==> src/rtl/fifo_word_packer.sv <==
// rtl/fifo_word_packer.sv - packs LANES sync_fifo entries into one wide valid/ready word, with flush
module fifo_word_packer #(
  parameter int DATA_WIDTH = 8,
  parameter int LANES      = 4
) (
  input  logic                        clk,
  input  logic                        rst,
  input  logic                        fifo_empty,
  output logic                        fifo_rd_en,
  input  logic [DATA_WIDTH-1:0]       fifo_rd_data,
  input  logic                        flush,
  output logic                        out_valid,
  input  logic                        out_ready,
  output logic [DATA_WIDTH*LANES-1:0] out_data,
  output logic [LANES-1:0]            out_keep,
  output logic                        out_last
);

  localparam int CW = $clog2(LANES + 1);
  localparam logic [CW-1:0] FULL = CW'(LANES);

  typedef enum logic [1:0] {
    FILL  = 2'd0,
    DRAIN = 2'd1,
    EMIT  = 2'd2
  } state_t;

  state_t                        state;
  state_t                        state_next;
  logic [DATA_WIDTH*LANES-1:0]   asm_data;
  logic [CW-1:0]                 asm_cnt;
  logic                          pend;
  logic                          slot_free;
  logic                          xfer;
  logic                          emit_fire;
  logic [CW-1:0]                 cnt_post;
  logic [CW:0]                   inflight;
  logic [DATA_WIDTH*LANES-1:0]   partial_data;
  logic [LANES-1:0]              partial_keep;

  // Handshake qualifiers and read issue; reads are capped so landed plus in-flight lanes never exceed LANES
  always_comb begin
    slot_free  = !out_valid || out_ready;
    xfer       = (asm_cnt == FULL) && slot_free;
    emit_fire  = (state == EMIT) && slot_free;
    cnt_post   = xfer ? '0 : asm_cnt;
    inflight   = {1'b0, cnt_post} + {{CW{1'b0}}, pend};
    fifo_rd_en = (state == FILL) && !flush && !fifo_empty && (inflight < (CW + 1)'(LANES));
  end

  // Partial word for a flush: lanes beyond asm_cnt are zeroed and masked off
  always_comb begin
    partial_data = '0;
    partial_keep = '0;
    for (int i = 0; i < LANES; i++) begin
      if (CW'(i) < asm_cnt) begin
        partial_data[i*DATA_WIDTH +: DATA_WIDTH] = asm_data[i*DATA_WIDTH +: DATA_WIDTH];
        partial_keep[i] = 1'b1;
      end
    end
  end

  // Flush sequencing: stop reads, let in-flight data land and full words leave, then emit what is left
  always_comb begin
    state_next = state;
    case (state)
      FILL: begin
        if (flush) state_next = DRAIN;
      end
      DRAIN: begin
        if (!pend && (asm_cnt != FULL)) begin
          state_next = (asm_cnt == '0) ? FILL : EMIT;
        end
      end
      EMIT: begin
        if (slot_free) state_next = FILL;
      end
      default: state_next = FILL;
    endcase
  end

  // State register
  always_ff @(posedge clk or negedge rst) begin
    if (!rst) state <= FILL;
    else      state <= state_next;
  end

  // Assembly register: land the read issued last cycle into the next free lane
  always_ff @(posedge clk or negedge rst) begin
    if (!rst) begin
      asm_data <= '0;
      asm_cnt  <= '0;
      pend     <= 1'b0;
    end else begin
      pend <= fifo_rd_en;
      if (xfer || emit_fire) begin
        asm_cnt <= '0;
      end else if (pend) begin
        for (int i = 0; i < LANES; i++) begin
          if (asm_cnt == CW'(i)) asm_data[i*DATA_WIDTH +: DATA_WIDTH] <= fifo_rd_data;
        end
        asm_cnt <= asm_cnt + CW'(1);
      end
    end
  end

  // Output slot: load a full or flushed word when free, otherwise hold until accepted
  always_ff @(posedge clk or negedge rst) begin
    if (!rst) begin
      out_valid <= 1'b0;
      out_data  <= '0;
      out_keep  <= '0;
      out_last  <= 1'b0;
    end else if (xfer) begin
      out_valid <= 1'b1;
      out_data  <= asm_data;
      out_keep  <= '1;
      out_last  <= 1'b0;
    end else if (emit_fire) begin
      out_valid <= 1'b1;
      out_data  <= partial_data;
      out_keep  <= partial_keep;
      out_last  <= 1'b1;
    end else if (out_ready) begin
      out_valid <= 1'b0;
    end
  end

endmodule

==> config.mk <==
export PLATFORM = sky130hd
export DESIGN_NAME = fifo_word_packer
export DESIGN_NICKNAME = d
export VERILOG_FILES = /design/src/rtl/fifo_word_packer.sv
export SDC_FILE = /design/constraint.sdc
export NUM_CORES = 1
export LEC_CHECK = 0
export CAP_MARGIN = 30
export CORE_MARGIN = 4
export CORE_UTILIZATION = 50
export CTS_CLUSTER_DIAMETER = 80
export DETAILED_ROUTE_END_ITERATION = 12
export PLACE_DENSITY = 0.83
export SLEW_MARGIN = 10
export SYNTH_ARGS = -nofsm -noshare
export SYNTH_HDL_FRONTEND = slang
export SYNTH_SLANG_ARGS = --single-unit
==> constraint.sdc <==
create_clock -name clk -period 3.55 [get_ports clk]
set_input_delay 0.355 -clock clk [delete_from_list [all_inputs] [get_ports clk]]
set_output_delay 0.355 -clock clk [all_outputs]
set_load 0.01 [all_outputs]
==> results of run 1 <==
## through the flow
| step | utilization | instance area [um^2] | setup slack [ns] |
|---|---|---|---|
| 6_report | 0.650 | 3850 | 0.974 |
| 3_5_place_dp | 0.616 | 3640 | 1.15 |
| 4_1_cts | 0.650 | 3850 | 0.958 |
| 3_3_place_gp | 0.612 | 3620 | 1.18 |
| 5_1_grt | 0.650 | 3850 | 0.846 |
| 2_1_floorplan | - | 3060 | 1.76 |
## placed cells by master (no fill, tap or decap), types with 2 or more instances in the layout
| master | netlist | routed |
|---|---|---|
| inv_1 | 3 | 3 |
| and2_1 | 2 | 2 |
| dfrtp_1 | 76 | 76 |
| o21ai_0 | 25 | 25 |
| clkbuf_8 | 0 | 9 |
| clkdlybuf4s50_1 | 0 | 50 |
| nand2_2 | 3 | 3 |
| buf_4 | 0 | 3 |
| mux2_2 | 27 | 27 |
| a22o_1 | 8 | 8 |
| nand2_1 | 53 | 53 |
| nor2_1 | 7 | 7 |
| nand2b_1 | 3 | 3 |
| clkinv_2 | 0 | 2 |
| mux2_4 | 8 | 8 |
| ha_1 | 3 | 3 |
| clkinv_4 | 0 | 2 |
## power breakdown
group / total (uW) / switching [uW] / internal [uW]
Combinational: 1020 / 484 / 533
Sequential: 1360 / 205 / 1150
Clock: 629 / 305 / 325
## final cells by class
| class | instances | area (um^2) |
|---|---|---|
| Clock buffer | 10 | 128 |
| Sequential cell | 76 | 1900 |
| Clock inverter | 6 | 65.1 |
| Multi-Input combinational cell | 156 | 1090 |
| Inverter | 3 | 11.3 |
| Timing Repair Buffer | 56 | 558 |
| Fill cell | 440 | 2070 |
| Tap cell | 75 | 93.8 |
## cells by family (layout without fill, tap and decap cells)
| kind of cell | count (synthesis) | in the layout | synth area share |
|---|---|---|---|
| adder cells (fa/ha/maj) | 3 | 3 | 0.0123 |
| multiplexers | 36 | 36 | 0.142 |
| flip-flops | 76 | 76 | 0.622 |
| AO/OA/AOI/OAI | 42 | 42 | 0.0884 |
| buffers and inverters | 15 | 75 | 0.0237 |
| XOR/XNOR | 2 | 2 | 0.00573 |
| AND/OR/NAND/NOR | 73 | 73 | 0.106 |
## worst max-delay path, stage by stage (launching register included)
cell and delay, ns:
dfrtp_1 0.46, inv_1 0.11, ha_1 0.19, and2_1 0.24, and2_1 0.18, o21a_1 0.16
clkdlybuf4s50_1 0.54
## timing repair
action	CTS	global route
endpoints found under the setup margin	0	0
endpoints found under the hold margin	8	0
hold buffers	1	0
## sequential cells by signal, indices dropped and copies added, names as in the netlist
signal / count
asm_cnt: 3
state: 2
out_data: 32
pend: 1
asm_data: 32
out_valid: 1
out_last: 1
out_keep: 4
## layer usage
metal,share of wire,GRT usage,routed length (um),vias to the layer above
li1,-,-,-,951
met1,0.45,0.238,2690,1013
met2,0.49,0.282,2930,39
met3,0.032,0.0314,189,9
met4,0.019,0.0779,113,0
met5,0,0,0,-
## worst max path at each step
stage | startpoint | to | cells past startpoint | slack, ns
global route | asm_cnt[0] | fifo_rd_en | 6 | 0.85
floorplan | asm_cnt[0] | out_keep[2] | 6 | 1.76
CTS | asm_cnt[0] | fifo_rd_en | 6 | 0.96
finish | asm_cnt[0] | fifo_rd_en | 6 | 0.97
global placement | out_ready | fifo_rd_en | 5 | 1.18
detailed placement | out_ready | fifo_rd_en | 5 | 1.15
==> flow_metrics.env, run 1 <==
export IMPL_dpl_hpwl_um=4160
export IMPL_synth_commonest_cells="dfrtp_1 (76), nand2_1 (53), mux2_2 (27)"
export IMPL_dp_cells=365
export IMPL_hold_path_class="flop to flop"
export IMPL_rsz0062_at_grt="false"
export IMPL_grt_first_pass_wirelength_um=10100
export IMPL_cts_buffer_depth=2
export IMPL_num_vias=2012
export IMPL_synth_main_ff_cell="dfrtp_1"
export IMPL_status="complete, no violations"
export IMPL_drc=0
export IMPL_leakagePower_uw=0.00172
export IMPL_timing_rr_start="asm_cnt[0]"
export IMPL_fmax_mhz=388
export IMPL_num_rows=28
export IMPL_fin_crit_sh=0.726
export IMPL_synth_distinct_cells=32
export IMPL_min_to="out_data[17]"
export IMPL_io_pins=52
export IMPL_yosys_area_top_type="dfrtp_1"
export IMPL_slew_violations=0
export IMPL_yosys_register_bits=76
export IMPL_setup_viol=0
export IMPL_antenna_cells=0
export IMPL_io_buffers=51
export IMPL_final_cell_count_no_fill=382
export IMPL_r2r_end="out_data[31]"
export IMPL_gp_congestion=0.813
export IMPL_routed_wl_um=5920
export IMPL_async_flop_share=1.00
export IMPL_setup_tns_ns=0
export IMPL_clkTransAtPathRegs_ns=0.08
export IMPL_grt_max_degree=37
export IMPL_path_class="flop to output port"
export IMPL_maxCapViolCount=0
export IMPL_holdPathStages=2
export IMPL_clockRootBuffer="clkbuf_8"
export IMPL_coreArea_mm2=0.00592
export IMPL_cts_sinks=76
export IMPL_post_cts_buffers=0
export IMPL_cts_buffers=9
export IMPL_drt_iter0_drc=80
export IMPL_r2r_slack_ns=1.22
export IMPL_skew_ns=0.0103
export IMPL_slew_headroom=0.423
export IMPL_reg2regPathDepth=7
export IMPL_die_h_um=86.2
export IMPL_power_density_mw_per_mm2=781
export IMPL_syn_nets=263
export IMPL_tritoncts="done"
export IMPL_grt_pass1_vias=2081
export IMPL_die_w_um=86.2
export IMPL_holdWs_ns=0.482
export IMPL_vdd_ir_drop_max_mv=0.454
export IMPL_routedWlPerCell_um=15.5
export IMPL_start_util=0.516
export IMPL_ys_warn_count=0
export IMPL_hold_viol=0
export IMPL_worst_pin_slew_ns=0.862
export IMPL_fin_nets=318
export IMPL_seq_area_frac_synth=0.622
export IMPL_synth_top_area_share=0.622
export IMPL_crit_path_end_kind="output port"
export IMPL_syn_instance_count=247
export IMPL_cp_required_ns=3.19
export IMPL_power_uw=3000
export IMPL_arrival_ns=2.22
export IMPL_syn_avg_cell_area_um2=12.4
export IMPL_htreeDepth=3
export IMPL_cp_max_fo=7
export IMPL_fin_crit_ns=2.58
export IMPL_track_usage=0.177
export IMPL_clock_latency_ns=0.34
export IMPL_gr_total_overflow=0
export IMPL_yosysMostFrequentCell="dfrtp_1"
export IMPL_min_from="out_data[17]"
export IMPL_drive_gt1_frac=0.212
export IMPL_synth_edf_count=0
export IMPL_synth_area_mm2=0.00306
export IMPL_die_area_mm2=0.00743
export IMPL_ys_top_cells_by_area="dfrtp_1 (62%), mux2_2 (9.9%), nand2_1 (6.5%)"
export IMPL_antenna_left=0
export IMPL_antenna_found_initial=0
export IMPL_syn_to_final_growth_pct=25.9
export IMPL_avgViaCountPerCell=5.27
export IMPL_cts_resized=0
export IMPL_firstDrtPassIters=4
export IMPL_cp_start_kind="flop"
(Power assumes the default switching activity.)
==> run 2, diff against run 1 <==
clock period = 2.4 ns   (was 3.55 ns; I/O delays follow)
==> run 2 against run 1 <==
  * Via count shrank 1.8%
  * Global-route usage is 0.86 points higher
  * Sequential share of layout area decreased by 0.27 points
  * Critical path depth unchanged
  * Largest cell class unchanged
  * First-iteration DRC count increased by 96%
  * Clock skew shrank 0.0020 ns
  * Register-to-register slack worse by 0.71 ns
  * Combinational power rose by 56%
  * Non-clock buffer count unchanged
  * Total power increased by 51%
==> flow_metrics.env, run 2 (same netlist as run 1, synthesis figures left out) <==
export IMPL_status="complete, no violations"
export IMPL_switchingPower_uw=1510
export IMPL_seqPwrFrac=0.436
export IMPL_dpl_hpwl_um=4160
export IMPL_cts_buffers=9
export IMPL_hold_viol=0
export IMPL_top_regs="asm_data (32), out_data (32), out_keep (4)"
export IMPL_cts_sinks=76
export IMPL_clock_latency_ns=0.34
export IMPL_io_pins=52
export IMPL_swShare=0.331
export IMPL_internal_power_uw=3040
export IMPL_routed_wl_um=6060
export IMPL_die_w_um=86.2
export IMPL_slew_violations=0
export IMPL_drt_iter0_drc=157
export IMPL_io_buffers=51
export IMPL_num_vias=1975
export IMPL_layout_commonest_cell="dfrtp_1"
export IMPL_worst_pin_slew_ns=0.744
export IMPL_vdd_ir_drop_max_mv=0.581
export IMPL_dp_cells=365
export IMPL_antenna_left=0
export IMPL_firstDrtPassIters=4
export IMPL_crit_path_end_kind="output port"
export IMPL_cp_max_fo=7
export IMPL_top_usage_layer="met2"
export IMPL_leakagePower_uw=0.00173
export IMPL_reg2regPathDepth=6
export IMPL_final_cell_mix="dfrtp_1 (75), nand2_1 (53), clkdlybuf4s50_1 (49)"
export IMPL_antenna_cells=0
export IMPL_routedWlPerCell_um=15.9
export IMPL_cp_required_ns=2.16
export IMPL_arrival_ns=1.91
export IMPL_grt_first_pass_wirelength_um=10400
export IMPL_syn_to_final_growth_pct=26.6
export IMPL_rsz0062_at_grt="false"
export IMPL_maxCapViolCount=0
export IMPL_grt_pass1_vias=2076
export IMPL_cts_buffer_depth=2
export IMPL_track_usage=0.185
export IMPL_clkTransAtPathRegs_ns=0.08
export IMPL_start_util=0.516
export IMPL_setup_tns_ns=0
export IMPL_slew_headroom=0.504
export IMPL_avgViaCountPerCell=5.17
export IMPL_setup_viol=0
export IMPL_coreArea_mm2=0.00592
export IMPL_gr_total_overflow=0
export IMPL_antenna_found_initial=0
export IMPL_power_density_mw_per_mm2=1170
export IMPL_fin_nets=318
export IMPL_holdPathStages=2
export IMPL_fmax_mhz=465
export IMPL_tritoncts="done"
export IMPL_cp_start_kind="flop"
export IMPL_grt_max_degree=47
export IMPL_die_area_mm2=0.00743
export IMPL_p_comb_frac=0.350
export IMPL_skew_ns=0.00833
export IMPL_hold_path_class="flop to flop"
export IMPL_final_cell_count_no_fill=382
export IMPL_gp_congestion=0.817
export IMPL_htreeDepth=3
export IMPL_path_class="flop to output port"
export IMPL_num_rows=28
export IMPL_drc=0
export IMPL_fin_crit_sh=0.897
export IMPL_die_h_um=86.2
export IMPL_met3_usage=0.0390
export IMPL_grt_use_met2=0.281
export IMPL_clkPwrFrac=0.213
export IMPL_grtUsageMet1=0.258
export IMPL_fin_crit_ns=2.15
export IMPL_drive_gt1_frac=0.221
export IMPL_clockRootBuffer="clkbuf_8"
[run 2: worst max-delay path: stages, from the launching register on]
cell,delay [ns]
dfrtp_1,0.45
inv_1,0.09
ha_1,0.23
and2_4,0.17
and2_1,0.17
o21a_1,0.20
dlygate4sd2_1,0.28
[run 2: final cells by class]
type	instances	area, um^2
tap	75	93.8
fill	442	2050
sequential	76	1900
inverter	3	11.3
clock inverter	6	63.8
multi-input combinational	156	1090
clock buffer	10	138
timing repair buffer	56	569
[run 2: worst paths after layout]
| path | end | slack (ns) | start |
|---|---|---|---|
| setup / recovery | fifo_rd_en | 0.25 | asm_cnt[1] |
| hold / removal | out_data[23] | 0.48 | out_data[23] |
| setup reg to reg | out_data[20] | 0.51 | asm_cnt[1] |
| hold reg to reg | out_data[23] | 0.48 | out_data[23] |
| max in group asynchronous | asm_data[28] | 1.23 | rst |
| min in group asynchronous | out_keep[2] | 0.49 | rst |
[run 2: repair_timing]
item                                    4_1_cts  5_1_grt
hold buffers                                  1        0
setup buffers                                 0        0
hold endpoints to repair                     33        0
endpoints found under the setup margin        1        0
gates resized for setup                       4        0
[run 2: per-layer routing]
metal	part of all wire	up-vias	wire (um)
li1	-	957	-
met2	0.47	58	2860
met4	0.022	0	131
met1	0.44	950	2690
met3	0.061	10	372
met5	0	-	0
[run 2: metrics by stage]
step	utilization	hold slack (ns)	power (uW)	area, um^2	setup slack, ns
finish	0.654	0.479	4550	3870	0.248
global route	0.654	0.514	4850	3870	0.120
detailed placement	0.618	0.358	3600	3660	0.276
global placement	0.618	0.345	3530	3660	0.366
CTS	0.654	0.478	4600	3870	0.227
floorplan	-	-0.0556	2960	3060	0.607
[run 2: power by group through the flow]
| stage | clock, uW | sequential [uW] | combinational [uW] |
|---|---|---|---|
| final | 970 | 1980 | 1590 |
| after global routing | 1050 | 2050 | 1760 |
| after CTS | 994 | 1990 | 1620 |
| after detailed placement | 0 | 2000 | 1600 |
| after global placement | 0 | 1980 | 1550 |
| after floorplan | 0 | 2000 | 962 |
==> run 3, diff against run 2 <==
CELL_PAD_IN_SITES_DETAIL_PLACEMENT = 1   (was unset)
CELL_PAD_IN_SITES_GLOBAL_PLACEMENT = 2   (was unset)
CORE_UTILIZATION = 35   (was 50)
PLACE_DENSITY = 0.86   (was 0.83)
==> run 3 against run 2 <==
  * Via count rose by 1.4%
  * Clock power down 2%
  * Core utilization down 18 points
  * Critical path type unchanged
  * Non-clock buffer count up 2
  * Sequential share of layout area down 0.57 points
  * Setup slack gained 0.028 ns
==> flow_metrics.env, run 3 (same netlist as run 1, synthesis figures left out) <==
export IMPL_tritoncts="done"
export IMPL_fin_crit_ns=2.12
export IMPL_vdd_ir_drop_max_mv=0.437
export IMPL_cp_max_fo=7
export IMPL_gp_congestion=0.776
export IMPL_io_buffers=51
export IMPL_cts_buffer_depth=2
export IMPL_top_usage_layer="met2"
export IMPL_post_cts_buffers=0
export IMPL_cp_required_ns=2.16
export IMPL_placed_area_mm2=0.00368
export IMPL_hold_path_class="input port to asynchronous set/reset pin"
export IMPL_final_area_mm2=0.00392
export IMPL_track_usage=0.145
export IMPL_rsz0062_at_grt="false"
export IMPL_cts_sinks=76
export IMPL_internal_power_uw=3050
export IMPL_status="complete, no violations"
export IMPL_start_util=0.366
export IMPL_cp_start_kind="flop"
export IMPL_arrival_ns=1.88
export IMPL_grt_pass1_vias=2130
export IMPL_skew_ns=0.00956
export IMPL_maxCapViolCount=0
export IMPL_setup_tns_ns=0
export IMPL_routedWlPerCell_um=16.2
export IMPL_clock_latency_ns=0.35
export IMPL_setup_viol=0
export IMPL_leakagePower_uw=0.00174
export IMPL_drc=0
export IMPL_fmax_mhz=471
export IMPL_antenna_left=0
export IMPL_clkPwrFrac=0.209
export IMPL_worst_pin_slew_ns=0.476
export IMPL_grtUsageMet1=0.193
export IMPL_swShare=0.331
export IMPL_seqPwrFrac=0.436
export IMPL_gr_total_overflow=0
export IMPL_hold_viol=0
export IMPL_fin_nets=320
export IMPL_routed_wl_um=6700
export IMPL_die_area_mm2=0.0103
export IMPL_cts_buffers=9
export IMPL_grt_use_met2=0.225
export IMPL_top_regs="asm_data (32), out_data (32), out_keep (4)"
export IMPL_crit_path_end_kind="output port"
export IMPL_antenna_cells=0
export IMPL_die_w_um=101
export IMPL_clkTransAtPathRegs_ns=0.07
export IMPL_htreeDepth=3
export IMPL_syn_to_final_growth_pct=28.1
export IMPL_met3_usage=0.0255
export IMPL_path_class="flop to output port"
export IMPL_coreArea_mm2=0.00834
export IMPL_layout_commonest_cell="dfrtp_1"
export IMPL_grt_max_degree=77
export IMPL_drive_gt1_frac=0.223
export IMPL_antenna_found_initial=0
export IMPL_worstSetupStartpoint="asm_cnt[1]"
export IMPL_io_pins=52
export IMPL_die_h_um=101
export IMPL_avgViaCountPerCell=4.84
export IMPL_fin_crit_sh=0.885
export IMPL_firstDrtPassIters=4
export IMPL_power_density_mw_per_mm2=1160
export IMPL_slew_headroom=0.683
export IMPL_switchingPower_uw=1510
export IMPL_grt_first_pass_wirelength_um=11100
export IMPL_drt_iter0_drc=73
export IMPL_clockRootBuffer="clkbuf_8"
export IMPL_num_vias=2003
export IMPL_p_comb_frac=0.354
export IMPL_final_cell_mix="dfrtp_1 (75), nand2_1 (53), clkdlybuf4s50_1 (49)"
export IMPL_num_rows=33
export IMPL_slew_violations=0
export IMPL_dpl_hpwl_um=4720
export IMPL_timing_rr_start="asm_cnt[1]"
run 3: changes by cell type in the layout (fill, tap and decap cells not counted), sizes merged:
| cell | previous run | this run |
|---|---|---|
| clkinvlp | 2 | 0 |
| buf | 5 | 7 |
| clkbuf | 10 | 12 |
run 3: power groups by stage:
stage               logic [uW]  clock network, uW  registers [uW]
finish                    1610                955            1990
global route              1790               1040            2050
CTS                       1650                983            1990
detailed placement        1630                  0            2010
global placement          1580                  0            1990
floorplan                  962                  0            2000
run 3: path summary, 6_finish.rpt:
kind / end / slack (ns) / cells after the start
setup / recovery: fifo_rd_en / 0.28 / 6
hold / removal: pend / 0.26 / 2
setup reg to reg: out_data[27] / 0.54 / 6
hold reg to reg: out_data[15] / 0.48 / 2
max in group asynchronous: asm_data[27] / 1.58 / 3
min in group clk: out_data[15] / 0.48 / 2
run 3: per-layer routing:
layer | part of all wire | vias to the layer above
met5 | 0 | -
met4 | 0.024 | 0
met3 | 0.041 | 10
met2 | 0.47 | 42
met1 | 0.47 | 1004
li1 | - | 947
run 3: what timing repair did:
| item | CTS | global route |
|---|---|---|
| gates resized for setup | 5 | 0 |
| endpoints found under the hold margin | 0 | 7 |
| setup endpoints to repair | 1 | 0 |
| hold buffers | 0 | 1 |
run 3: per-stage QoR:
stage	worst slack [ns]	hold WS [ns]	total power, uW	utilization	cells
after global routing	0.130	0.271	4880	0.470	414
final	0.276	0.265	4560	0.470	414
after detailed placement	0.244	0.448	3640	0.441	396
after floorplan	0.607	-0.0556	2960	-	247
after global placement	0.346	0.443	3570	0.441	396
after CTS	0.240	0.0593	4620	0.465	412
run 3: area by class of cell:
class	instances	area, um^2
inverter	3	11.3
tap	105	131
clock inverter	4	48.8
timing repair buffer	58	582
fill	895	4420
multi-input combinational	156	1090
clock buffer	12	145
sequential	76	1900
run 3: critical path, cell delays in order (launching register included):
cell	delay (ns)
dfrtp_1	0.45
inv_1	0.09
ha_2	0.20
and2_4	0.16
and2_1	0.16
o21a_1	0.20
dlygate4sd2_1	0.28
